File: src/rtl/branch_predictor.sv
// ---------------------------------------------------------------------------
// branch_predictor
//   Dynamic branch direction predictor for the fetch/decode front end.
//   A table of saturating counters is indexed either by the fetch PC
//   (bimodal, MODE=0) or by the PC xor'ed with a global history register
//   (gshare, MODE=1). A lookup presented in one cycle is answered in the
//   next cycle, lined up with the instruction memory read data. Resolved
//   branches from decode train the counters and shift the history.
//   After reset the table is walked once, one entry per cycle, to the
//   weakly-taken value; meanwhile predictions fall back to static taken.
//
// Ports
//   clk, rst              clock, synchronous active-high reset
//   lookup_valid          lookup request this cycle
//   lookup_pc[31:0]       fetch address
//   hold                  stall: pred_* outputs frozen, lookup ignored
//   pred_valid            pred_* valid, one cycle after an accepted lookup
//   pred_taken            predicted direction
//   pred_idx[IDX_W-1:0]   table index used; comes back later as upd_idx
//   upd_valid             resolved conditional branch this cycle
//   upd_idx[IDX_W-1:0]    table index of that branch
//   upd_taken             actual direction
//   upd_mispred           the prediction for that branch was wrong
//   ready                 table initialised, predictions are dynamic
//   perf_branches[31:0]   upd_valid cycles since reset (wrapping)
//   perf_mispred[31:0]    upd_valid && upd_mispred cycles since reset
// ---------------------------------------------------------------------------
module branch_predictor #(
  parameter  int ENTRIES = 256,
  parameter  int CTR_W   = 2,
  parameter  int GHR_W   = 8,
  parameter  int MODE    = 1,
  localparam int IDX_W   = $clog2(ENTRIES)
) (
  input  logic             clk,
  input  logic             rst,
  input  logic             lookup_valid,
  input  logic [31:0]      lookup_pc,
  input  logic             hold,
  output logic             pred_valid,
  output logic             pred_taken,
  output logic [IDX_W-1:0] pred_idx,
  input  logic             upd_valid,
  input  logic [IDX_W-1:0] upd_idx,
  input  logic             upd_taken,
  input  logic             upd_mispred,
  output logic             ready,
  output logic [31:0]      perf_branches,
  output logic [31:0]      perf_mispred
);

  typedef enum logic {INIT, RUN} state_t;

  localparam logic [CTR_W-1:0] CTR_MAX  = {CTR_W{1'b1}};
  localparam logic [CTR_W-1:0] CTR_WEAK = CTR_W'(1 << (CTR_W - 1));

  state_t             state;
  logic [IDX_W-1:0]   init_ptr;
  logic [GHR_W-1:0]   ghr;
  logic [CTR_W-1:0]   ctr_table [ENTRIES];

  logic [IDX_W-1:0]   lookup_idx;
  logic [CTR_W-1:0]   lookup_ctr;
  logic [CTR_W-1:0]   upd_ctr_old;
  logic [CTR_W-1:0]   upd_ctr_new;
  logic               upd_write;
  logic               wr_en;
  logic [IDX_W-1:0]   wr_addr;
  logic [CTR_W-1:0]   wr_data;

  // PC bits below the word offset and above the index never reach the table.
  logic unused_pc_bits;
  assign unused_pc_bits = ^{lookup_pc[31:IDX_W+2], lookup_pc[1:0]};

  // Index uses the history as it stood before any update landing this cycle.
  assign lookup_idx = lookup_pc[IDX_W+1:2] ^ ((MODE == 1) ? IDX_W'(ghr) : '0);

  // Training only happens once the table holds defined values.
  assign upd_write   = (state == RUN) && upd_valid;
  assign upd_ctr_old = ctr_table[upd_idx];

  // Saturating step; the counter never wraps past either end.
  always_comb begin
    upd_ctr_new = upd_ctr_old;
    if (upd_taken) begin
      if (upd_ctr_old != CTR_MAX) upd_ctr_new = upd_ctr_old + 1'b1;
    end else begin
      if (upd_ctr_old != '0) upd_ctr_new = upd_ctr_old - 1'b1;
    end
  end

  // A lookup hitting the entry being trained this cycle sees the new value.
  assign lookup_ctr = (upd_write && (upd_idx == lookup_idx)) ? upd_ctr_new
                                                             : ctr_table[lookup_idx];

  // Single write port shared by the init walk and training.
  always_comb begin
    wr_en   = 1'b0;
    wr_addr = upd_idx;
    wr_data = upd_ctr_new;
    if (!rst) begin
      if (state == INIT) begin
        wr_en   = 1'b1;
        wr_addr = init_ptr;
        wr_data = CTR_WEAK;
      end else if (upd_valid) begin
        wr_en = 1'b1;
      end
    end
  end

  // Counter storage has no reset so it can map onto distributed RAM.
  always_ff @(posedge clk) begin
    if (wr_en) ctr_table[wr_addr] <= wr_data;
  end

  // Control FSM, history, prediction outputs and performance counters.
  always_ff @(posedge clk) begin
    if (rst) begin
      state         <= INIT;
      init_ptr      <= '0;
      ghr           <= '0;
      pred_valid    <= 1'b0;
      pred_taken    <= 1'b1;
      pred_idx      <= '0;
      ready         <= 1'b0;
      perf_branches <= '0;
      perf_mispred  <= '0;
    end else begin
      case (state)
        INIT: begin
          init_ptr <= init_ptr + 1'b1;
          if (init_ptr == IDX_W'(ENTRIES - 1)) begin
            state <= RUN;
            ready <= 1'b1;
          end
        end
        RUN: begin
          if (upd_valid) ghr <= (ghr << 1) | GHR_W'(upd_taken);
        end
        default: state <= INIT;
      endcase

      // Until the table is initialised, fall back to static taken.
      if (!hold) begin
        pred_valid <= lookup_valid;
        if (lookup_valid) begin
          pred_taken <= (state == RUN) ? lookup_ctr[CTR_W-1] : 1'b1;
          pred_idx   <= lookup_idx;
        end
      end

      if (upd_valid) perf_branches <= perf_branches + 32'd1;
      if (upd_valid && upd_mispred) perf_mispred <= perf_mispred + 32'd1;
    end
  end

endmodule

File: config.mk
export PLATFORM = sky130hd
export DESIGN_NAME = branch_predictor
export DESIGN_NICKNAME = d
export VERILOG_FILES = /design/src/rtl/branch_predictor.sv
export SDC_FILE = /design/constraint.sdc
export NUM_CORES = 1
export LEC_CHECK = 0
export CORE_MARGIN = 2
export CORE_UTILIZATION = 45
export DETAILED_ROUTE_END_ITERATION = 10
export GPL_ROUTABILITY_DRIVEN = 0
export HOLD_SLACK_MARGIN = 0.15
export PLACE_DENSITY = 0.65
export SYNTH_ARGS = -nofsm -noshare
export SYNTH_HDL_FRONTEND = slang
export SYNTH_SLANG_ARGS = --single-unit
File: constraint.sdc
create_clock -name clk -period 16.37 [get_ports clk]
set_input_delay 2.4555 -clock clk [delete_from_list [all_inputs] [get_ports clk]]
set_output_delay 2.4555 -clock clk [all_outputs]
set_load 0.01 [all_outputs]
==> out/results.tsv, run 1 <==
stage	metric	value	unit
clock_network	CTS Sinks	604	
synth	ys flop type	edfxtp_1	
setup_path	RR Endpoint	ctr_table[227][1]	
global_route	first-pass GRT wire length	111900	um
global_route	largest net degree at the start of global routing	128	
synth	cells after synthesis	1987	
timing	PnR worst setup slack	7.247	ns
clock_network	hold buffer count at CTS	0	
timing	Rel. slew slack	16.11	%
timing	achievable frequency	0.1096	GHz
setup_path	Worst Path Arrival	9.39	ns
pwr	leak pwr	9.908	nW
synth	mean area per synthesized cell	13.80	um^2
setup_path	most frequent CP cell	buf_4	
global_route	vias in the first global route	17800	
clock_network	clk buf depth	3	
setup_path	Critical R2R Launch	ctr_table[142][1]	
drt	initial DRC count	1947	
min_path	worst hold-check path type	flip-flop to flip-flop	
synth	most common cell in the synthesized netlist	edfxtp_1	
pwr	P per Cell Area	107.9	mW/mm^2
setup_path	Critical Path Fanout Max	120	
setup_path	Top delay family on crit path	buffers and inverters	
timing	Final Cycle Share	55.73	%
setup_path	startpoint types	input port	
drt	wire length per cell	26.00	um
synth	Seq cells post-synth	604	
setup_path	Worst setup EP type	flip-flop	
timing	max-slew violations	0	
clock_network	Clock transition at path regs	0.06	ns
finish	area growth from synthesis to layout	13.36	%
setup_path	CP required	16.63	ns
setup_path	crit-path max cell delay	0.96	ns
outcome	status	completed	
synth	Netlist cell types	62	
floorplan	die height	250.8	um
floorplan	Initial Util	45.50	%
timing	Post-Route Skew	0.03529	ns
global_route	remaining global-route overflow	0	
floorplan	I/O pins	122	
synth	syn_nets	2037	
timing	Slew @ Worst Pin	1.255	ns
floorplan	core area	0.06025	mm^2
timing	RSZ-0062 raised after global routing	false	
timing	count of final hold-check violations	0	
clock_network	CTS H-tree lvls	2	
clock_network	cts repair resizes	0	
placed_design	I/O Buffers	97	
floorplan	Cell Rows	90	
global_route	overall routing resource usage	23.80	%
setup_path	r2r setup slk	11.00	ns
job	Max-cap violations	0	
min_path	hold path start	ready	
synth	area leader, netlist	edfxtp_1	
synth	EDFF count, synth	512	
timing	endpoints failing setup	0	
finish	ant diodes	0	
pwr	peak supply drop	0.00007856	V
setup_path	cells along the critical path	buf_8, buf_4, buf_4, mux4_2, o21ai_0, a211oi_1, or4_1, o22ai_1, a2111o_1, maj3_1, nand2_4, buf_4, buf_4	
drt	Final ANT Viol Nets	0	
synth	Synth top area share	56.08	%
placed_design	worst slack, placed	6.650	ns
finish	Net count, final	2120	
synth	ys async rst share	0	%
clock_network	TritonCTS Buffers	61	
placed_design	HPWL after DPL	47880	um
finish	share of cells above drive strength 1	12.92	%
setup_path	WP buf/inv	5	
drt	DRT Wirelength	75460	um
setup_path	Crit path depth	13	
global_route	initial antenna violation count	0	
clock_network	clk_lat worst skew	0.64	ns
drt	DRC violations left	0	
synth	sequential fraction of the synthesis area	62.80	%
drt	DRT Pass-1 Iters	5	
floorplan	Die Area	0.06291	mm^2
placed_design	placed cell area	0.02911	mm^2
timing	final setup TNS	0	ns
synth	Synth Warn #	0	
clock_network	TritonCTS clock tree	built	
min_path	Worst Hold End	ready	
min_path	WHS Path Cells	2	
synth	synth cell count leaders	edfxtp_1, nor2_1, nand2_1	
clock_network	postcts setup bufs	0	
timing	Tmin final	9.123	ns
setup_path	WS Path Type	input port to flip-flop	
synth	top cells by area, synth	edfxtp_1, mux4_2, dfxtp_1, nor2_1, mux2i_1	
finish	post-route cell area	0.03108	mm^2
synth	synthesized area	0.02741	mm^2
drt	Vias	17790	
setup_path	worst-case reg-to-reg path depth	11	
setup_path	Slowest-stage cell, CP	buf_4	
floorplan	Die Width	250.8	um
pwr	final total power	0.003352	W
drt	Vias per Instance	6.129	
clock_network	CTS Root Cell	clkbuf_16	
-- state kept, by name, summed over array words and instances, names as in the netlist, 8 cells and up --
register,flops
ctr_table,512
ghr,8
init_ptr,8
perf_branches,32
perf_mispred,32
pred_idx,8
-- per-layer routing --
metal	vias up	GRT usage [%]	wire, um
met5	-	0	0
met4	0	9.615	2821
li1	7729	-	-
met2	844	37.67	35040
met3	158	5.042	7376
met1	9055	32.24	30230
-- where the power goes --
part	internal, W	leakage (nW)	total, W	switching, W
combinational	0.0000795	3.62	0.000258	0.000179
sequential	0.00171	5.34	0.00171	0.00000370
clock	0.000795	0.948	0.00138	0.000586
-- through the flow --
| stage | cells | hold slack, ns | utilization, % |
|---|---|---|---|
| 2_1_floorplan | 1987 | 0.4576 | - |
| 3_3_place_gp | 2789 | 0.4592 | 48.32 |
| 3_5_place_dp | 2789 | 0.4791 | 48.32 |
| 4_1_cts | 2902 | 0.4865 | 51.58 |
| 5_1_grt | 2902 | 0.5173 | 51.58 |
| 6_report | 2902 | 0.4833 | 51.58 |
-- worst max path at each step --
stage | startpoint | to | slack (ns)
finish | upd_idx[0] | ctr_table[227][1] | 7.25
global route | upd_idx[0] | ctr_table[230][1] | 6.80
CTS | upd_idx[0] | ctr_table[104][1] | 7.29
detailed placement | upd_idx[0] | ctr_table[217][1] | 6.65
global placement | upd_idx[0] | ctr_table[220][1] | 6.76
floorplan | upd_idx[0] | ctr_table[0][0] | 3.55
-- cell usage in the layout, fill, tap and decap left out, drive strengths merged, types with 17 or more instances in the layout --
master	count
a21oi	28
a22oi	41
buf	48
clkbuf	78
clkdlybuf4s50	94
clkinv	23
dfxtp	92
edfxtp	512
mux2i	107
mux4	140
nand2	163
nand3	82
nand4	30
nor2	378
nor3	17
o21ai	28
xnor2	34
xor2	52
-- worst reg2reg max path: stages (launching register included) --
cell and delay (ns):
edfxtp_1 0.35, mux4_2 0.24, mux2i_1 0.08, a211oi_1 0.59
a21boi_0 0.36, o32a_1 0.27, o221a_2 0.20, nand2_1 0.05
maj3_1 0.45, nand2_4 0.47, buf_4 0.76, buf_4 1.04
-- logic make-up after synthesis --
logic type	after synthesis	share of synthesized area, %
adder cells (fa/ha/maj)	4	0.1735
buffers and inverters	133	2.615
multiplexers	248	15.65
XOR/XNOR	86	2.775
AND/OR/NAND/NOR	740	11.65
AO/OA/AOI/OAI	172	4.331
flip-flops	604	62.80
-- cell type report --
type	instances	area [um^2]
Sequential cell	604	17220
Clock buffer	78	1633
Clock inverter	35	327.8
Multi-Input combinational cell	1250	9574
Inverter	11	41.29
Tap cell	782	978.4
Timing Repair Buffer	142	1306
Fill cell	4977	29170
Power figures use the tool's default switching activity.
==> run 2, diff against run 1 <==
- clock period: 16.37 -> 9.5 ns (I/O delays scaled with it)
==> out/results.tsv, run 2 (synthesized netlist as in run 1, its figures left out) <==
stage	metric	value	unit	change
outcome	status	completed		
timing	Rel. slew slack	22.46	%	+6.4 points
timing	achievable frequency	0.1642	GHz	
drt	Vias	17810		+0.15%
clock_network	cts repair resizes	0		unchanged
clock_network	hold buffer count at CTS	0		unchanged
drt	DRC violations left	0		unchanged
timing	endpoints failing setup	0		unchanged
finish	most frequent cells in the layout	edfxtp_1, nor2_1, nand2_1		
drt	initial DRC count	2032		+4.4%
global_route	remaining global-route overflow	0		unchanged
setup_path	Critical Path Fanout Max	92		-23%
floorplan	core area	0.06025	mm^2	unchanged
job	Max-cap violations	0		unchanged
timing	RSZ-0062 raised after global routing	false		
pwr	final total power	0.005984	W	+79%
clock_network	clk buf depth	3		unchanged
clock_network	TritonCTS clock tree	built		
finish	largest registers	ctr_table x512, perf_branches x32, perf_mispred x32		
drt	DRT Pass-1 Iters	5		unchanged
floorplan	Cell Rows	90		unchanged
clock_network	TritonCTS Buffers	66		+8.2%
timing	Slew @ Worst Pin	1.153	ns	-0.1017 ns
floorplan	Initial Util	45.50	%	unchanged
floorplan	die height	250.8	um	unchanged
finish	post-route cell area	0.03133	mm^2	+0.82%
drt	wire length per cell	25.71	um	-1.1%
placed_design	I/O Buffers	97		unchanged
global_route	initial antenna violation count	0		unchanged
clock_network	CTS H-tree lvls	3		+1
setup_path	WS Path Type	input port to flip-flop		
finish	area growth from synthesis to layout	14.30	%	
finish	max reg flops	512		unchanged
clock_network	clk_lat worst skew	0.60	ns	-0.04 ns
floorplan	Die Width	250.8	um	unchanged
placed_design	placed cell area	0.02916	mm^2	+0.18%
setup_path	CP required	9.87	ns	-6.76 ns
setup_path	startpoint types	input port		
finish	commonest non-fill, non-tap cell in the layout	edfxtp_1		
finish	Largest Register	ctr_table		
drt	DRT Wirelength	74850	um	-0.82%
min_path	worst hold-check path type	flip-flop to flip-flop		
clock_network	CTS Sinks	604		unchanged
timing	final setup TNS	0	ns	unchanged
pwr	peak supply drop	0.0001329	V	+69%
pwr	leak pwr	10.06	nW	+1.5%
setup_path	Worst setup EP type	flip-flop		
clock_network	CTS Root Cell	clkbuf_16		
clock_network	postcts setup bufs	0		unchanged
placed_design	HPWL after DPL	48870	um	+2.1%
floorplan	I/O pins	122		unchanged
finish	Net count, final	2129		+0.42%
drt	Final ANT Viol Nets	0		unchanged
timing	count of final hold-check violations	0		unchanged
global_route	first-pass GRT wire length	112000	um	about the same
pwr	P per Cell Area	191.0	mW/mm^2	+77%
global_route	overall routing resource usage	23.85	%	+0.048 points
finish	ant diodes	0		unchanged
timing	Post-Route Skew	0.02377	ns	-0.01152 ns
finish	share of cells above drive strength 1	13.34	%	+0.42 points
global_route	vias in the first global route	17880		+0.43%
drt	Vias per Instance	6.119		-0.16%
clock_network	Clock transition at path regs	0.06	ns	about the same
timing	Final Cycle Share	64.10	%	
global_route	largest net degree at the start of global routing	102		-20%
floorplan	Die Area	0.06291	mm^2	unchanged
timing	max-slew violations	0		unchanged
setup_path	Worst Path Arrival	6.46	ns	-2.93 ns
timing	Tmin final	6.090	ns	
## run 2: area by class of cell
class,count,area (um^2)
timing repair buffer,146,1374
clock buffer,86,1810
tap,782,978.4
clock inverter,32,357.8
sequential,604,17220
inverter,11,41.29
multi-input combinational,1250,9554
fill,4977,28910
## run 2: metrics by stage
stage / setup WS (ns) / cells / util, % / hold slack [ns]
finish: 3.410 / 2911 / 52.01 / 0.4852
global placement: 3.109 / 2793 / 48.41 / 0.4546
floorplan: 1.093 / 1987 / - / 0.4576
CTS: 3.637 / 2911 / 52.01 / 0.4932
global route: 3.294 / 2911 / 52.01 / 0.5186
detailed placement: 3.006 / 2793 / 48.41 / 0.4770
## run 2: power by group
group / internal [W] / switching [W] / leakage, nW / total [W]
sequential: 0.00294 / 0.00000635 / 5.34 / 0.00295
combinational: 0.000141 / 0.000310 / 3.65 / 0.000451
clock: 0.00156 / 0.00102 / 1.07 / 0.00258
## run 2: metal layers
metal | part of all wire [%] | vias to the layer above | track usage, % | routed length (um)
li1 | - | 7747 | - | -
met1 | 39 | 8946 | 31.63 | 29250
met2 | 47 | 944 | 38.99 | 35420
met3 | 9.7 | 175 | 4.732 | 7253
met4 | 3.9 | 0 | 9.119 | 2931
met5 | 0 | - | 0 | 0
## run 2: worst paths after layout
kind                                  from           endpoint  slack (ns)  cells after the start
worst max-delay path            upd_idx[4]  ctr_table[159][1]        3.41                     11
worst min-delay path                 ready              ready        0.49                      2
worst max register to register      ghr[0]         pred_taken        5.03                     10
worst min register to register       ready              ready        0.49                      2
## run 2: critical path, stage by stage
cell and delay [ns]:
clkdlybuf4s50_1 1.13, or3b_2 0.27, o22ai_1 0.10, a211oi_1 0.76, a21boi_0 0.48, o32a_1 0.23, o221a_2 0.18, nand2_1 0.06
maj3_1 0.45, nand2_4 0.80, buf_4 0.49
==> run 3, diff against run 2 <==
- clock period: 9.5 -> 6.3 ns (I/O delays scaled with it)
==> out/results.tsv, run 3 (synthesized netlist as in run 1, its figures left out) <==
stage	metric	value	unit	change
outcome	status	completed		
setup_path	Worst setup EP type	flip-flop		
global_route	overall routing resource usage	24.46	%	+0.62 points
finish	Net count, final	2153		+1.1%
pwr	peak supply drop	0.0002202	V	+66%
drt	Vias	17950		+0.75%
setup_path	cells along the critical path	clkdlybuf4s50_1, nor2b_2, buf_4, a22oi_1, nand3_1, nand4_1, or4_1, o22ai_1, a2111o_1, maj3_1, nand2_8, buf_12		
setup_path	WS Path Type	input port to flip-flop		
clock_network	clk_lat worst skew	0.62	ns	+0.02 ns
floorplan	die height	250.8	um	unchanged
global_route	vias in the first global route	17710		-0.96%
setup_path	startpoint types	input port		
finish	Filler cells	4949		-0.56%
clock_network	clk buf depth	3		unchanged
floorplan	Die Area	0.06291	mm^2	unchanged
floorplan	Initial Util	45.50	%	unchanged
global_route	initial antenna violation count	1		+1
min_path	hold path start	ghr[5]		
timing	Final Cycle Share	78.54	%	
finish	most frequent cells in the layout	edfxtp_1, nor2_1, nand2_1		
global_route	largest net degree at the start of global routing	181		+77%
job	Max-cap violations	0		unchanged
placed_design	worst slack, placed	0.9052	ns	-2.101 ns
placed_design	placed cell area	0.02940	mm^2	+0.79%
clock_network	TritonCTS clock tree	built		
finish	share of cells above drive strength 1	14.17	%	+0.83 points
timing	achievable frequency	0.2021	GHz	
timing	Slew @ Worst Pin	1.401	ns	+0.2483 ns
timing	count of final hold-check violations	0		unchanged
placed_design	I/O Buffers	97		unchanged
drt	Final ANT Viol Nets	0		unchanged
finish	Largest Register	ctr_table		
setup_path	Critical Path Fanout Max	79		-14%
setup_path	r2r setup slk	2.42	ns	-2.61 ns
finish	area growth from synthesis to layout	14.86	%	
clock_network	CTS H-tree lvls	3		unchanged
timing	Tmin final	4.948	ns	
placed_design	HPWL after DPL	50740	um	+3.8%
setup_path	Worst Path Arrival	5.25	ns	-1.21 ns
setup_path	Slowest-stage cell, CP	clkdlybuf4s50_1		
clock_network	postcts setup bufs	0		unchanged
timing	max-slew violations	0		unchanged
drt	DRT Wirelength	76570	um	+2.3%
min_path	worst hold-check path type	flip-flop to flip-flop		
floorplan	core area	0.06025	mm^2	unchanged
finish	commonest non-fill, non-tap cell in the layout	edfxtp_1		
floorplan	I/O pins	122		unchanged
clock_network	hold buffer count at CTS	0		unchanged
drt	wire length per cell	26.09	um	+1.5%
finish	ant diodes	0		unchanged
drt	DRT Pass-1 Iters	6		+1
clock_network	TritonCTS Buffers	66		unchanged
pwr	leak pwr	10.12	nW	+0.58%
clock_network	Clock transition at path regs	0.06	ns	about the same
setup_path	Top delay family on crit path	simple AND/OR/NAND/NOR gates		
finish	largest registers	ctr_table x512, perf_branches x32, perf_mispred x32		
drt	Vias per Instance	6.114		about the same
timing	Post-Route Skew	0.03806	ns	+0.01429 ns
setup_path	RR Endpoint	pred_taken		
min_path	WHS Path Cells	2		unchanged
global_route	remaining global-route overflow	0		unchanged
setup_path	Critical R2R Launch	ghr[0]		
drt	DRC violations left	0		unchanged
setup_path	CP required	6.60	ns	-3.27 ns
timing	endpoints failing setup	0		unchanged
clock_network	CTS Sinks	604		unchanged
setup_path	crit-path max cell delay	0.81	ns	-0.32 ns
min_path	Worst Hold End	ghr[5]		
setup_path	WP buf/inv	3		+1
floorplan	Cell Rows	90		unchanged
finish	max reg flops	512		unchanged
timing	Rel. slew slack	5.768	%	-17 points
floorplan	Die Width	250.8	um	unchanged
timing	RSZ-0062 raised after global routing	false		
global_route	first-pass GRT wire length	114100	um	+1.9%
clock_network	CTS Root Cell	clkbuf_16		
timing	final setup TNS	0	ns	unchanged
finish	post-route cell area	0.03149	mm^2	+0.49%
drt	initial DRC count	2222		+9.4%
timing	PnR worst setup slack	1.352	ns	-2.058 ns
pwr	final total power	0.008924	W	+49%
clock_network	cts repair resizes	0		unchanged
setup_path	worst-case reg-to-reg path depth	10		unchanged
pwr	P per Cell Area	283.4	mW/mm^2	+48%
-- run 3: layer usage --
metal / GRT usage [%] / vias to the layer above / part of all wire, %
met5: 0.6178 / - / 0.064
met4: 9.307 / 4 / 3.5
met3: 5.229 / 165 / 11
met2: 39.34 / 954 / 47
met1: 32.73 / 9033 / 39
li1: - / 7790 / -
-- run 3: final cells by class --
cell class | count | area (um^2) | share of cell area, %
flip-flops and latches | 604 | 17220 | 54.68
repair buffers | 170 | 1592 | 5.055
clock buffers | 87 | 1841 | 5.845
well taps | 782 | 978.4 | 3.107
inverters | 11 | 41.29 | 0.1311
multi-input cells | 1250 | 9568 | 30.39
clock inverters | 31 | 250.2 | 0.7948
-- run 3: how the worst max path moves through the flow --
stage                     from  depth (start not counted)                 to  slack, ns
finish              upd_idx[2]                         12  ctr_table[105][1]       1.35
global route        upd_idx[2]                         12  ctr_table[204][1]       1.31
CTS                 upd_idx[2]                         12  ctr_table[204][1]       1.54
detailed placement  upd_idx[2]                         12  ctr_table[124][1]       0.91
global placement    upd_idx[2]                         12  ctr_table[146][1]       0.96
floorplan           upd_idx[0]                         10    ctr_table[0][0]       0.35
-- run 3: worst reg2reg max path, stage by stage (launching register included) --
cell	delay, ns
dfxtp_1	0.69
xor2_4	0.47
buf_4	0.35
mux4_1	0.63
a22o_1	0.27
a221oi_1	0.21
mux4_2	0.40
nand4b_1	0.14
o2111ai_1	0.15
o41ai_1	0.40
a21oi_1	0.07
-- run 3: where the power goes --
part | internal (W) | switching [W]
sequential | 0.00444 | 0.0000102
clock | 0.00222 | 0.00156
combinational | 0.000226 | 0.000479
total | 0.00688 | 0.00205
-- run 3: metrics by stage --
stage                     hold slack, ns  util [%]  instances
after floorplan                   0.4576         -       1987
after global placement            0.4563     48.79       2817
after detailed placement          0.4822     48.79       2817
after CTS                         0.4902     52.26       2935
after global routing              0.5196     52.26       2935
final                             0.4899     52.26       2935
